File: src/rtl/rtc_pkg.sv
// Shared types and constants for the RTC time-set controller.
// State codes for RUN/HR/MIN/SEC double as the set_mode encoding.
package rtc_pkg;

    localparam int HR_W = 5;
    localparam int MS_W = 6;

    localparam logic [HR_W-1:0] MAX_HR  = 5'd23;
    localparam logic [MS_W-1:0] MAX_MIN = 6'd59;
    localparam logic [MS_W-1:0] MAX_SEC = 6'd59;

    typedef enum logic [2:0] {
        RUN     = 3'd0,
        SET_HR  = 3'd1,
        SET_MIN = 3'd2,
        SET_SEC = 3'd3,
        COMMIT  = 3'd4
    } state_e;

    function automatic logic [HR_W-1:0] inc_hr(input logic [HR_W-1:0] v);
        return (v >= MAX_HR) ? '0 : v + 1'b1;
    endfunction

    function automatic logic [MS_W-1:0] inc_ms(input logic [MS_W-1:0] v,
                                               input logic [MS_W-1:0] lim);
        return (v >= lim) ? '0 : v + 1'b1;
    endfunction

endpackage

File: src/rtl/rtc_btn_repeat.sv
// Rising-edge detect with hold auto-repeat for the increment button.
// kill drops the pulse of the current cycle and restarts the hold timer.
module rtc_btn_repeat #(
    parameter int REPEAT_DLY = 50000000,
    parameter int REPEAT_PER = 10000000
) (
    input  logic clk,
    input  logic rst,
    input  logic btn,
    input  logic kill,
    output logic inc_pulse
);

    localparam int CW = $clog2(REPEAT_DLY + 1);
    localparam logic [CW-1:0] FIRE   = CW'(REPEAT_DLY - 1);
    localparam logic [CW-1:0] RELOAD = CW'(REPEAT_DLY - REPEAT_PER);

    logic          btn_q;
    logic [CW-1:0] cnt;
    logic [CW-1:0] cnt_d;

    always_comb begin
        inc_pulse = ~kill & btn & (~btn_q | (cnt == FIRE));
        cnt_d     = cnt + 1'b1;
        if (kill || !btn)
            cnt_d = '0;
        else if (!btn_q)
            cnt_d = CW'(1);
        else if (cnt == FIRE)
            // Re-arm so the next fire lands REPEAT_PER cycles later.
            cnt_d = RELOAD;
    end

    always_ff @(posedge clk or negedge rst) begin
        if (!rst) begin
            btn_q <= 1'b0;
            cnt   <= '0;
        end else begin
            btn_q <= btn;
            cnt   <= cnt_d;
        end
    end

endmodule

File: src/rtl/rtc_set_ctrl.sv
// Time-set sequencer for the RTC counter: run gating, clear,
// hour/minute/second editing with blink, auto-repeat and timeout.
import rtc_pkg::*;

module rtc_set_ctrl #(
    parameter int BLINK_DIV  = 25000000,
    parameter int REPEAT_DLY = 50000000,
    parameter int REPEAT_PER = 10000000,
    parameter int TIMEOUT    = 500000000
) (
    input  logic            clk,
    input  logic            rst,
    input  logic            mode_btn,
    input  logic            inc_btn,
    input  logic            clr_btn,
    input  logic [HR_W-1:0] cur_hr,
    input  logic [MS_W-1:0] cur_min,
    input  logic [MS_W-1:0] cur_sec,
    output logic            en,
    output logic            clr,
    output logic            load,
    output logic [HR_W-1:0] load_hr,
    output logic [MS_W-1:0] load_min,
    output logic [MS_W-1:0] load_sec,
    output logic [1:0]      set_mode,
    output logic [2:0]      blink_mask
);

    localparam int BW = $clog2(BLINK_DIV + 1);
    localparam int TW = $clog2(TIMEOUT + 1);
    localparam logic [BW-1:0] BLINK_LAST = BW'(BLINK_DIV - 1);
    localparam logic [TW-1:0] IDLE_LAST  = TW'(TIMEOUT - 1);

    state_e          state, state_d;
    logic [HR_W-1:0] hr_d;
    logic [MS_W-1:0] min_d, sec_d;
    logic            phase, phase_d;
    logic [BW-1:0]   bcnt, bcnt_d;
    logic [TW-1:0]   idle, idle_d;
    logic            en_d, load_d;
    logic [1:0]      mode_d;
    logic [2:0]      mask_d;
    logic            in_set, set_d;
    logic            kill, inc_pulse;

    assign kill = mode_btn | clr_btn;

    rtc_btn_repeat #(
        .REPEAT_DLY (REPEAT_DLY),
        .REPEAT_PER (REPEAT_PER)
    ) u_rep (
        .clk       (clk),
        .rst       (rst),
        .btn       (inc_btn),
        .kill      (kill),
        .inc_pulse (inc_pulse)
    );

    always_comb begin
        state_d = state;
        hr_d    = load_hr;
        min_d   = load_min;
        sec_d   = load_sec;
        phase_d = phase;
        bcnt_d  = bcnt;
        idle_d  = idle;
        in_set  = state inside {SET_HR, SET_MIN, SET_SEC};

        unique case (state)
            RUN: begin
                if (mode_btn) begin
                    hr_d    = cur_hr;
                    min_d   = cur_min;
                    sec_d   = cur_sec;
                    state_d = SET_HR;
                end
            end
            SET_HR: begin
                if (mode_btn)       state_d = SET_MIN;
                else if (inc_pulse) hr_d = inc_hr(load_hr);
            end
            SET_MIN: begin
                if (mode_btn)       state_d = SET_SEC;
                else if (inc_pulse) min_d = inc_ms(load_min, MAX_MIN);
            end
            SET_SEC: begin
                if (mode_btn)       state_d = COMMIT;
                else if (inc_pulse) sec_d = inc_ms(load_sec, MAX_SEC);
            end
            COMMIT:  state_d = RUN;
            default: state_d = RUN;
        endcase

        // Abandon the edit; the RTC keeps counting from its old value.
        if (in_set && state_d == state && !inc_pulse && idle == IDLE_LAST)
            state_d = RUN;

        if (clr_btn) begin
            state_d = RUN;
            hr_d    = '0;
            min_d   = '0;
            sec_d   = '0;
        end

        set_d = state_d inside {SET_HR, SET_MIN, SET_SEC};

        if (!set_d || state_d != state || inc_pulse) begin
            idle_d  = '0;
            bcnt_d  = '0;
            phase_d = 1'b1;
        end else begin
            idle_d = idle + 1'b1;
            if (bcnt == BLINK_LAST) begin
                bcnt_d  = '0;
                phase_d = ~phase;
            end else begin
                bcnt_d = bcnt + 1'b1;
            end
        end

        en_d   = (state_d == RUN) & ~clr_btn;
        load_d = (state_d == COMMIT);
        mode_d = (state_d == COMMIT) ? 2'd0 : state_d[1:0];

        mask_d = 3'b000;
        unique case (state_d)
            SET_HR:  mask_d = {phase_d, 2'b00};
            SET_MIN: mask_d = {1'b0, phase_d, 1'b0};
            SET_SEC: mask_d = {2'b00, phase_d};
            default: mask_d = 3'b000;
        endcase
    end

    always_ff @(posedge clk or negedge rst) begin
        if (!rst) begin
            state      <= RUN;
            load_hr    <= '0;
            load_min   <= '0;
            load_sec   <= '0;
            phase      <= 1'b0;
            bcnt       <= '0;
            idle       <= '0;
            en         <= 1'b0;
            clr        <= 1'b0;
            load       <= 1'b0;
            set_mode   <= 2'd0;
            blink_mask <= 3'b000;
        end else begin
            state      <= state_d;
            load_hr    <= hr_d;
            load_min   <= min_d;
            load_sec   <= sec_d;
            phase      <= phase_d;
            bcnt       <= bcnt_d;
            idle       <= idle_d;
            en         <= en_d;
            clr        <= clr_btn;
            load       <= load_d;
            set_mode   <= mode_d;
            blink_mask <= mask_d;
        end
    end

endmodule
File: config.mk
export PLATFORM = sky130hd
export DESIGN_NAME = rtc_set_ctrl
export DESIGN_NICKNAME = d
export VERILOG_FILES = /design/src/rtl/rtc_pkg.sv /design/src/rtl/rtc_btn_repeat.sv /design/src/rtl/rtc_set_ctrl.sv
export SDC_FILE = /design/constraint.sdc
export NUM_CORES = 1
export LEC_CHECK = 0
export BUFFER_PORTS_ARGS = -buffer_cell sky130_fd_sc_hd__clkbuf_2
export CORE_MARGIN = 3
export CORE_UTILIZATION = 33
export DETAILED_ROUTE_END_ITERATION = 8
export MAX_ROUTING_LAYER = met4
export PLACE_DENSITY = 0.54
export SLEW_MARGIN = 20
export SYNTH_ARGS = -nofsm -noshare
export SYNTH_HDL_FRONTEND = slang
export SYNTH_SLANG_ARGS = --single-unit
File: constraint.sdc
create_clock -name clk -period 2.7 [get_ports clk]
set_input_delay 0.27 -clock clk [delete_from_list [all_inputs] [get_ports clk]]
set_output_delay 0.27 -clock clk [all_outputs]
set_load 0.05 [all_outputs]
==> metrics.yaml, run 1 <==
rows: 46
setup_viol_count_final: 0
die_area_um2: 18400
seq_area_frac_synth: 0.492
portBuffers: 46
grt_pass1_wl_um: 20400
synth_mux_area_frac: 0.00180
overflow: 0
cp_data_arrival_time_ns: 2.49
drv_slew: 0
cp.buffers_inverters: 1
antenna-diode-count: 0
remaining_drc_errors: 0
cts_buffer_depth: 2
root_buffer: "clkbuf_16"
dieWidth_um: 136
fin_tns_setup_ns: 0
min_path_type: "in2reg"
slowest_stage: "dfrtp_1"
synth_compound_area_frac: 0.0859
numCtsBuffers: 9
startpoint_type: "flip-flop"
cp.required_ns: 2.98
async_reset_ff_frac: 1.00
cts_resized: 0
yosys.area_share.simple: 0.261
gp_congestion: 0.847
synth_nets: 615
worstMarginPinSlew_ns: 0.672
syn2layout_area_growth_pct: 13.6
path_class: "reg2reg"
power.total_uw: 3430
vdd_drop_max_v: 0.000363
synth.avg_cell_area_um2: 9.45
clk_latency_ns: 0.35
synth_top_family_by_area: "simple AND/OR/NAND/NOR gates"
crit_chain: "ha_1 > and2_1 > and4_4 > a21o_4 > nor4_4 > nand2_1 > buf_4 > nor2_1"
synth_edf_count: 0
rr_worst_depth: 8
synth_top_area_cell: "dfrtp_1"
design_area_um2: 6300
post-route-min-period_ns: 2.21
clock_sinks: 109
grt_pass1_vias: 4202
coreArea_um2: 16200
leakage_uw: 0.00264
yosysWarnings: 0
cts_tree: "done"
viasPerCell: 5.04
dp_cells: 833
fp.dieH_um: 136
yosysUniqueCellTypes: 51
grt_max_degree: 65
grt_usage: 0.139
start_util: 0.343
num-nets-final: 657
synthesis.area_um2: 5550
vias: 4284
postLayoutCoreUtil: 0.390
post-route-period-util: 0.817
placed_area_um2: 6000
end_kind: "flip-flop"
yosysMostFrequentCell: "dfrtp_1"
clk_pin_slew_ns: 0.07
ys_top_cells_by_area: "dfrtp_1 (49%), xor2_1 (8.1%), nor2_1 (7.0%)"
skew_ns: 0.00695
synthTopCellsByCount: "dfrtp_1 (109), nor2_1 (103), xor2_1 (51)"
synthAdderAreaFrac: 0.0135
dr.first_iter.drc_count: 290
totalWireLength_um: 11900
dp_hpwl_um: 8110
critPathMaxFanout: 29
drtPass1Iterations: 4
relSlewSlack: 0.551
wl_per_cell_um: 13.9
rsz0062_at_grt: "no"
synth_top_area_share: 0.492
ys_seq_elements: 109
critPathMaxStageDelay_ns: 0.42
crit_cells: 8
ant_nets: 0
min_path_cells: 1
cp_top_family: "simple AND/OR/NAND/NOR gates"
pwr_density_cell_nw_per_um2: 543
htreeDepth: 3
antenna_found_initial: 0
stdcell_count: 850
final_hold_viol_count: 0
max-cap-violations: 0
fmax_mhz: 453
num_io_pins: 47
synth-xor-area-share: 0.118
drive_gt1_frac: 0.120
postCtsSetupBuffers: 0
ys.flop_type: "dfrtp_1"
syn_inst: 587
outcome: "complete, no violations"
[state kept, by name (all words and copies together) (netlist names)]
register and flops:
clr 1, load 1, u_rep.cnt 26, set_mode 1, load_hr 5, load_sec 6, load_min 6, idle 29
phase 1, bcnt 25, en 1, state 3, u_rep.btn_q 1, blink_mask 3
[worst paths after layout]
path                                    from           to  slack [ns]
worst max-delay path            u_rep.cnt[0]     idle[21]        0.49
worst min-delay path                 inc_btn  u_rep.btn_q        0.07
worst max register to register  u_rep.cnt[0]     idle[21]        0.49
worst min register to register       idle[0]      idle[0]        0.48
max in group asynchronous                rst         load        1.47
min in group asynchronous                rst     idle[13]        0.48
[metal layers]
layer | vias to the layer above | share of wire | GRT usage
li1 | 2123 | - | -
met1 | 2081 | 0.49 | 0.189
met2 | 70 | 0.47 | 0.213
met3 | 10 | 0.035 | 0.0371
met4 | 0 | 0.0068 | 0.0263
met5 | - | 0 | -
[cell type report]
cell class | count | area, um2
multi-input cells | 443 | 2670
fillers | 1606 | 9870
inverters | 13 | 48.8
flip-flops and latches | 109 | 2730
well taps | 216 | 270
clock buffers | 10 | 229
repair buffers | 53 | 300
clock inverters | 6 | 61.3
[stage by stage]
stage                     hold WS [ns]  setup slack [ns]
after detailed placement         0.329             0.495
after global routing            0.0713             0.267
final                           0.0713             0.493
after CTS                       0.0722             0.465
after global placement           0.319             0.557
after floorplan                -0.0256             0.642
[worst reg2reg max path: stages, from the launching register on]
cell     delay [ns]
dfrtp_1        0.42
ha_1           0.26
and2_1         0.20
and4_4         0.20
a21o_4         0.27
nor4_4         0.29
nand2_1        0.10
buf_4          0.24
nor2_1         0.16
[report_power, final]
part	leakage, uW	switching (uW)	internal [uW]	total, uW
Sequential	0.00150	54.1	1670	1720
Clock	0.000143	615	719	1330
Combinational	0.000995	269	103	371
Total	0.00263	937	2490	3430
[repair_timing]
item / 4_1_cts / 5_1_grt
hold endpoints to repair: 45 / 0
endpoints found under the setup margin: 0 / 0
hold buffers: 1 / 0
[placed cells by master, fill, tap and decap left out, types with 3 or more instances in the layout]
master	instances
ha_1	6
nor2_1	103
nand2_1	43
o21ai_0	16
buf_4	6
nor4_1	7
a21o_1	4
xnor2_1	24
and3_1	17
a21oi_1	23
nor3_1	15
a311oi_1	3
inv_1	13
and2_1	4
nand2b_1	3
nand3b_1	4
a22oi_1	5
nor3b_1	3
a211oi_1	9
dfrtp_1	109
nand3_1	39
nor4b_1	4
and4_1	10
clkinv_2	3
xor2_1	51
nand4_1	18
clkbuf_2	45
clkbuf_16	9
or3_1	5
[kinds of logic after synthesis]
logic type | after synthesis
adder cells (fa/ha/maj) | 6
flip-flops | 109
multiplexers | 1
AO/OA/AOI/OAI | 74
buffers and inverters | 35
AND/OR/NAND/NOR | 287
XOR/XNOR | 75
No activity file was read; power rests on OpenSTA's default activity.
==> inputs of run 2 (changes only) <==
--- a/config.mk
+++ b/config.mk
@@ -10,7 +10,7 @@
 export CORE_UTILIZATION = 33
 export DETAILED_ROUTE_END_ITERATION = 8
 export MAX_ROUTING_LAYER = met4
-export PLACE_DENSITY = 0.54
+export PLACE_DENSITY = 0.56
 export SLEW_MARGIN = 20
 export SYNTH_ARGS = -nofsm -noshare
 export SYNTH_HDL_FRONTEND = slang
==> constraint.sdc (replaced) <==
create_clock -name clk -period 1.8 [get_ports clk]
set_input_delay 0.18 -clock clk [delete_from_list [all_inputs] [get_ports clk]]
set_output_delay 0.18 -clock clk [all_outputs]
set_load 0.05 [all_outputs]
==> run 2 against run 1 <==
  * The flow now finishes with violations (setup timing)
  * Cell count grew 13%
  * Wire length grew 21%
  * Final area grew 23%
  * Hold slack worse by 0.0095 ns
  * Clock power up 45%
  * Largest power group unchanged
  * Count of clock-buffer cells in the layout fell by 1
  * Register-to-register slack worse by 0.67 ns
  * Global-route usage grew 1.8 points
  * Flip-flop and latch count unchanged
==> metrics.yaml, run 2 (synthesis results as in run 1) <==
end_kind: "flip-flop"
root_buffer: "clkbuf_16"
cp_top_family: "simple AND/OR/NAND/NOR gates"
grt_pass1_wl_um: 22700  # +11%
portBuffers: 46  # unchanged
antenna-diode-count: 0  # unchanged
htreeDepth: 3  # unchanged
fmax_mhz: 505  # +12%
fp.dieH_um: 136  # unchanged
numCtsBuffers: 9  # unchanged
power_frac_seq: 0.488  # -0.014
worstMarginPinSlew_ns: 0.511  # -0.161 ns
outcome: "finished with violations"
final_hold_viol_count: 0  # unchanged
gp_congestion: 0.818  # -3.4%
start_util: 0.343  # unchanged
totalWireLength_um: 14300  # +21%
reg.largest.list: "idle: 29 flops, u_rep.cnt: 26 flops, bcnt: 25 flops"
drv_slew: 0  # unchanged
grt_max_degree: 95  # +46%
crit_chain: "ha_2 > and2_4 > and4_4 > a21o_4 > nor4_4 > buf_4 > nand2_8 > clkbuf_16 > nor2_4"
intPower_uw: 3730  # +50%
top_register: "idle"
vias: 4851  # +13%
violations: "setup timing"
cp.required_ns: 2.09  # -0.89 ns
rsz0062_at_grt: "yes"
ant_nets: 0  # unchanged
power.total_uw: 5270  # +54%
cp_data_arrival_time_ns: 2.27  # -0.22 ns
die_area_um2: 18400  # unchanged
vdd_drop_max_v: 0.000474  # +30%
dieWidth_um: 136  # unchanged
dr.first_iter.drc_count: 256  # -12%
clk_latency_ns: 0.36  # about the same
syn2layout_area_growth_pct: 40.3
clk_pin_slew_ns: 0.08  # about the same
grt_pass1_vias: 4734  # +13%
critPathMaxFanout: 7  # -76%
cts_buffer_depth: 2  # unchanged
pwr_density_cell_nw_per_um2: 677  # +25%
setup_viol_count_final: 68  # +68
dp_hpwl_um: 9380  # +16%
remaining_drc_errors: 0  # unchanged
swShare: 0.292  # +0.0187
largest_reg_flops: 29  # unchanged
clock_sinks: 109  # unchanged
cp.buffers_inverters: 2  # +1
grt_usage: 0.157  # +0.0177
viasPerCell: 5.04  # about the same
slowest_stage: "dfrtp_1"
min_path_type: "in2reg"
rows: 46  # unchanged
overflow: 0  # unchanged
final_cell_mix: "dfrtp_1 (109), buf_4 (104), nor2_1 (54)"
critPathMaxStageDelay_ns: 0.39  # -0.03 ns
coreArea_um2: 16200  # unchanged
drive_gt1_frac: 0.370  # +0.250
num-nets-final: 769  # +17%
skew_ns: 0.0126  # +0.00561 ns
path_class: "reg2reg"
holdWs_ns: 0.0619  # -0.00946 ns
switching_power_uw: 1540  # +64%
antenna_found_initial: 0  # unchanged
max-cap-violations: 0  # unchanged
leakage_uw: 0.00331  # +26%
num_io_pins: 47  # unchanged
postLayoutCoreUtil: 0.481  # +0.0916
power_frac_clock: 0.367  # -0.022
wl_per_cell_um: 14.9  # +6.7%
drtPass1Iterations: 4  # unchanged
final_common_cell: "dfrtp_1"
cts_tree: "done"
post-route-period-util: 1.10  # +0.282
worst_slack_ns: -0.179  # -0.672 ns
pwr-share-comb: 0.145  # +0.037
post-route-min-period_ns: 1.98  # -0.228 ns
relSlewSlack: 0.659  # +0.109
startpoint_type: "flip-flop"
[run 2: metrics by stage]
step / setup TNS, ns / worst slack, ns / instances / instance area [um2]
final: -7.72 / -0.179 / 962 / 7790
after global routing: -14.36 / -0.262 / 962 / 7790
after CTS: -3.31 / -0.0841 / 954 / 7240
after floorplan: -0.942 / -0.0893 / 587 / 5610
after global placement: -3.56 / -0.0759 / 927 / 6780
after detailed placement: -3.88 / -0.106 / 927 / 6780
[run 2: cell type report]
cell class	count	area (um2)
clock buffer	9	225
clock inverter	7	56.3
fill	1456	8390
inverter	13	48.8
multi-input combinational	443	3170
sequential	109	2730
tap	216	270
timing repair buffer	165	1280
[run 2: repair_timing]
action | in CTS | in global routing
gates resized for setup | 23 | 108
endpoints found under the hold margin | 16 | 0
endpoints found under the setup margin | 71 | 86
setup buffers | 8 | 5
cloned | 1 | 4
hold buffers | 2 | 0
pin swaps | 7 | 31
[run 2: layer usage]
layer  part of all wire  global-route usage  up-vias
met5                  0                   -        -
li1                   -                   -     2351
met4              0.011              0.0409        0
met2               0.49               0.241       69
met1               0.48               0.213     2418
met3              0.028              0.0327       13
[run 2: power by group through the flow]
| stage | logic (uW) | clock network (uW) | registers [uW] |
|---|---|---|---|
| 2_1_floorplan | 250 | 0 | 2760 |
| 3_3_place_gp | 640 | 0 | 2620 |
| 3_5_place_dp | 650 | 0 | 2620 |
| 4_1_cts | 680 | 2000 | 2570 |
| 5_1_grt | 828 | 2100 | 2580 |
| 6_report | 765 | 1930 | 2580 |
[run 2: final timing paths]
check | start | endpoint | slack, ns | depth (start not counted)
worst max-delay path | u_rep.cnt[1] | idle[20] | -0.18 | 9
worst min-delay path | cur_hr[1] | load_hr[1] | 0.06 | 3
worst max register to register | u_rep.cnt[1] | idle[20] | -0.18 | 9
worst min register to register | u_rep.cnt[5] | u_rep.cnt[5] | 0.55 | 2
max in group asynchronous | rst | idle[25] | 0.80 | 3
min in group asynchronous | rst | u_rep.cnt[17] | 0.24 | 2
[run 2: worst register-to-register path, stage by stage, from the launching register on]
cell and delay [ns]:
dfrtp_1 0.39, ha_2 0.19, and2_4 0.14, and4_4 0.18, a21o_4 0.24, nor4_4 0.17, buf_4 0.20, nand2_8 0.08
clkbuf_16 0.20, nor2_4 0.12
==> inputs of run 3 (changes only) <==
==> constraint.sdc (replaced) <==
create_clock -name clk -period 1.8 [get_ports clk]
set_input_delay 0.09 -clock clk [delete_from_list [all_inputs] [get_ports clk]]
set_output_delay 0.09 -clock clk [all_outputs]
set_load 0.05 [all_outputs]
==> run 3 against run 2 <==
  * The run still ends with setup timing left
  * Register-to-register slack is essentially flat
  * Total power grew 3.5%
  * Core utilization grew 0.95 points
  * First-iteration DRC count shrank 21%
  * Largest cell class unchanged
  * Highest routed layer unchanged
==> metrics.yaml, run 3 (synthesis results as in run 1) <==
max-cap-violations: 0  # unchanged
largest_reg_flops: 29  # unchanged
top_register: "idle"
switching_power_uw: 1570  # +1.9%
start_util: 0.343  # unchanged
slowest_stage: "dfrtp_1"
vdd_drop_max_v: 0.000500  # +5.6%
drive_gt1_frac: 0.389  # +0.0193
cp_top_family: "simple AND/OR/NAND/NOR gates"
post-route-period-util: 1.10  # -0.00366
holdWs_ns: 0.0687  # +0.00681 ns
final_cell_mix: "dfrtp_1 (107), buf_4 (96), nor2_1 (58)"
crit_top_cell: "a21o_4"
swShare: 0.288  # -0.00456
gp_congestion: 0.824  # +0.71%
grt_util_met2: 0.243  # +0.00249
clk_latency_ns: 0.36  # about the same
die_area_um2: 18400  # unchanged
grt_pass1_wl_um: 22800  # +0.40%
pwr_density_cell_nw_per_um2: 687  # +1.5%
htreeDepth: 3  # unchanged
drv_slew: 0  # unchanged
power_frac_clock: 0.382  # +0.015
root_buffer: "clkbuf_16"
totalWireLength_um: 14500  # +0.99%
drtPass1Iterations: 4  # unchanged
critPathMaxFanout: 6  # -1
viasPerCell: 5.01  # -0.58%
min_path_cells: 3  # unchanged
clock_sinks: 109  # unchanged
final_common_cell: "dfrtp_1"
pwr-share-comb: 0.145  # about the same
antenna-diode-count: 0  # unchanged
dp_hpwl_um: 9660  # +2.9%
skew_ns: 0.00890  # -0.00367 ns
grt_usage: 0.157  # +0.000180
clk_pin_slew_ns: 0.07  # about the same
rr_worst_depth: 8  # -1
portBuffers: 46  # unchanged
dr.first_iter.drc_count: 202  # -21%
critPathMaxStageDelay_ns: 0.41  # +0.02 ns
ant_nets: 0  # unchanged
power.total_uw: 5460  # +3.5%
numCtsBuffers: 9  # unchanged
dp_cells: 921  # -0.65%
stdcell_count: 961  # -0.10%
cts_tree: "done"
syn2layout_area_growth_pct: 43.1
worst_slack_ns: -0.172  # +0.00659 ns
end_kind: "flip-flop"
antenna_found_initial: 0  # unchanged
leakage_uw: 0.00335  # +1.2%
post-route-min-period_ns: 1.97  # -0.00659 ns
grt_use_met1: 0.210  # -0.00331
wl_per_cell_um: 15.0  # +1.1%
violations: "setup timing"
crit_cells: 8  # -1
num_io_pins: 47  # unchanged
intPower_uw: 3890  # +4.1%
min_path_type: "in2reg"
startpoint_type: "flip-flop"
remaining_drc_errors: 0  # unchanged
cp.buffers_inverters: 2  # unchanged
cts_buffer_depth: 2  # unchanged
path_class: "reg2reg"
outcome: "finished with violations"
coreArea_um2: 16200  # unchanged
num-nets-final: 768  # -0.13%
grt_busiest_layer: "met2"
grt_pass1_vias: 4793  # +1.2%
worstMarginPinSlew_ns: 0.454  # -0.0567 ns
fmax_mhz: 507  # +0.33%
power_frac_seq: 0.473  # -0.015
rows: 46  # unchanged
final_hold_viol_count: 0  # unchanged
setup_viol_count_final: 74  # +8.8%
dieWidth_um: 136  # unchanged
rsz0062_at_grt: "yes"
crit_chain: "nor4_2 > and4_4 > a21o_4 > buf_12 > buf_6 > a21o_4 > a21oi_2 > a311oi_2"
overflow: 0  # unchanged
vias: 4818  # -0.68%
cp.required_ns: 2.06  # -0.03 ns
grt_max_degree: 42  # -56%
fp.dieH_um: 136  # unchanged
gr-usage-met3: 0.0305  # -0.00223
relSlewSlack: 0.697  # +0.0378
cp_data_arrival_time_ns: 2.24  # -0.03 ns
reg.largest.list: "idle: 29 flops, u_rep.cnt: 26 flops, bcnt: 25 flops"
## run 3: cell types whose count changed in the layout (fill, tap and decap cells not counted), sizes merged
cell	before	now
clkinv	3	2
clkbuf	57	58
buf	115	110
dlygate4sd3	2	5
bufinv	0	1
## run 3: worst min-delay path, delay by kind of cell
family	cells	cell delay (ns)
AO/OA/AOI/OAI	2	0.21
buffers and inverters	1	0.09
## run 3: repair_timing
| item | CTS | global route |
|---|---|---|
| endpoints found under the setup margin | 76 | 96 |
| gates cloned | 0 | 5 |
| hold buffers | 5 | 0 |
| buffers inserted | 4 | 11 |
| gates resized for setup | 21 | 132 |
| pin swaps | 6 | 54 |
| endpoints found under the hold margin | 32 | 0 |
## run 3: power by group through the flow
stage	clock [uW]	sequential (uW)	combinational, uW
after floorplan	0	2760	250
after global placement	0	2620	634
after detailed placement	0	2620	648
after CTS	2140	2570	685
after global routing	2230	2590	854
final	2090	2580	792
## run 3: final cells by class
class | count | area [um2]
Sequential cell | 109 | 2730
Clock inverter | 7 | 81.3
Timing Repair Buffer | 164 | 1300
Multi-Input combinational cell | 443 | 3290
Tap cell | 216 | 270
Fill cell | 1484 | 8230
Inverter | 13 | 48.8
Clock buffer | 9 | 225
## run 3: worst paths after layout
check / end / startpoint / slack [ns]
worst max register to register: load_min[5] / u_rep.cnt[18] / -0.17
max in group asynchronous: idle[17] / rst / 0.93
worst min register to register: bcnt[0] / bcnt[0] / 0.51
worst min-delay path: load_min[2] / cur_min[2] / 0.07
min in group asynchronous: clr / rst / 0.22
worst max-delay path: load_min[5] / u_rep.cnt[18] / -0.17
## run 3: per-stage QoR
| step | cell area, um2 | utilization | setup slack [ns] | setup TNS [ns] |
|---|---|---|---|---|
| finish | 7940 | 0.491 | -0.172 | -5.90 |
| global route | 7940 | 0.491 | -0.228 | -12.21 |
| CTS | 7190 | 0.445 | -0.109 | -3.75 |
| detailed placement | 6720 | 0.415 | -0.170 | -8.07 |
| global placement | 6720 | 0.415 | -0.152 | -6.51 |
| floorplan | 5610 | - | -0.0893 | -0.942 |
## run 3: metal layers
| metal | up-vias | wire (um) |
|---|---|---|
| li1 | 2357 | - |
| met1 | 2378 | 6790 |
| met2 | 67 | 7020 |
| met3 | 16 | 439 |
| met4 | 0 | 199 |
| met5 | - | 0 |
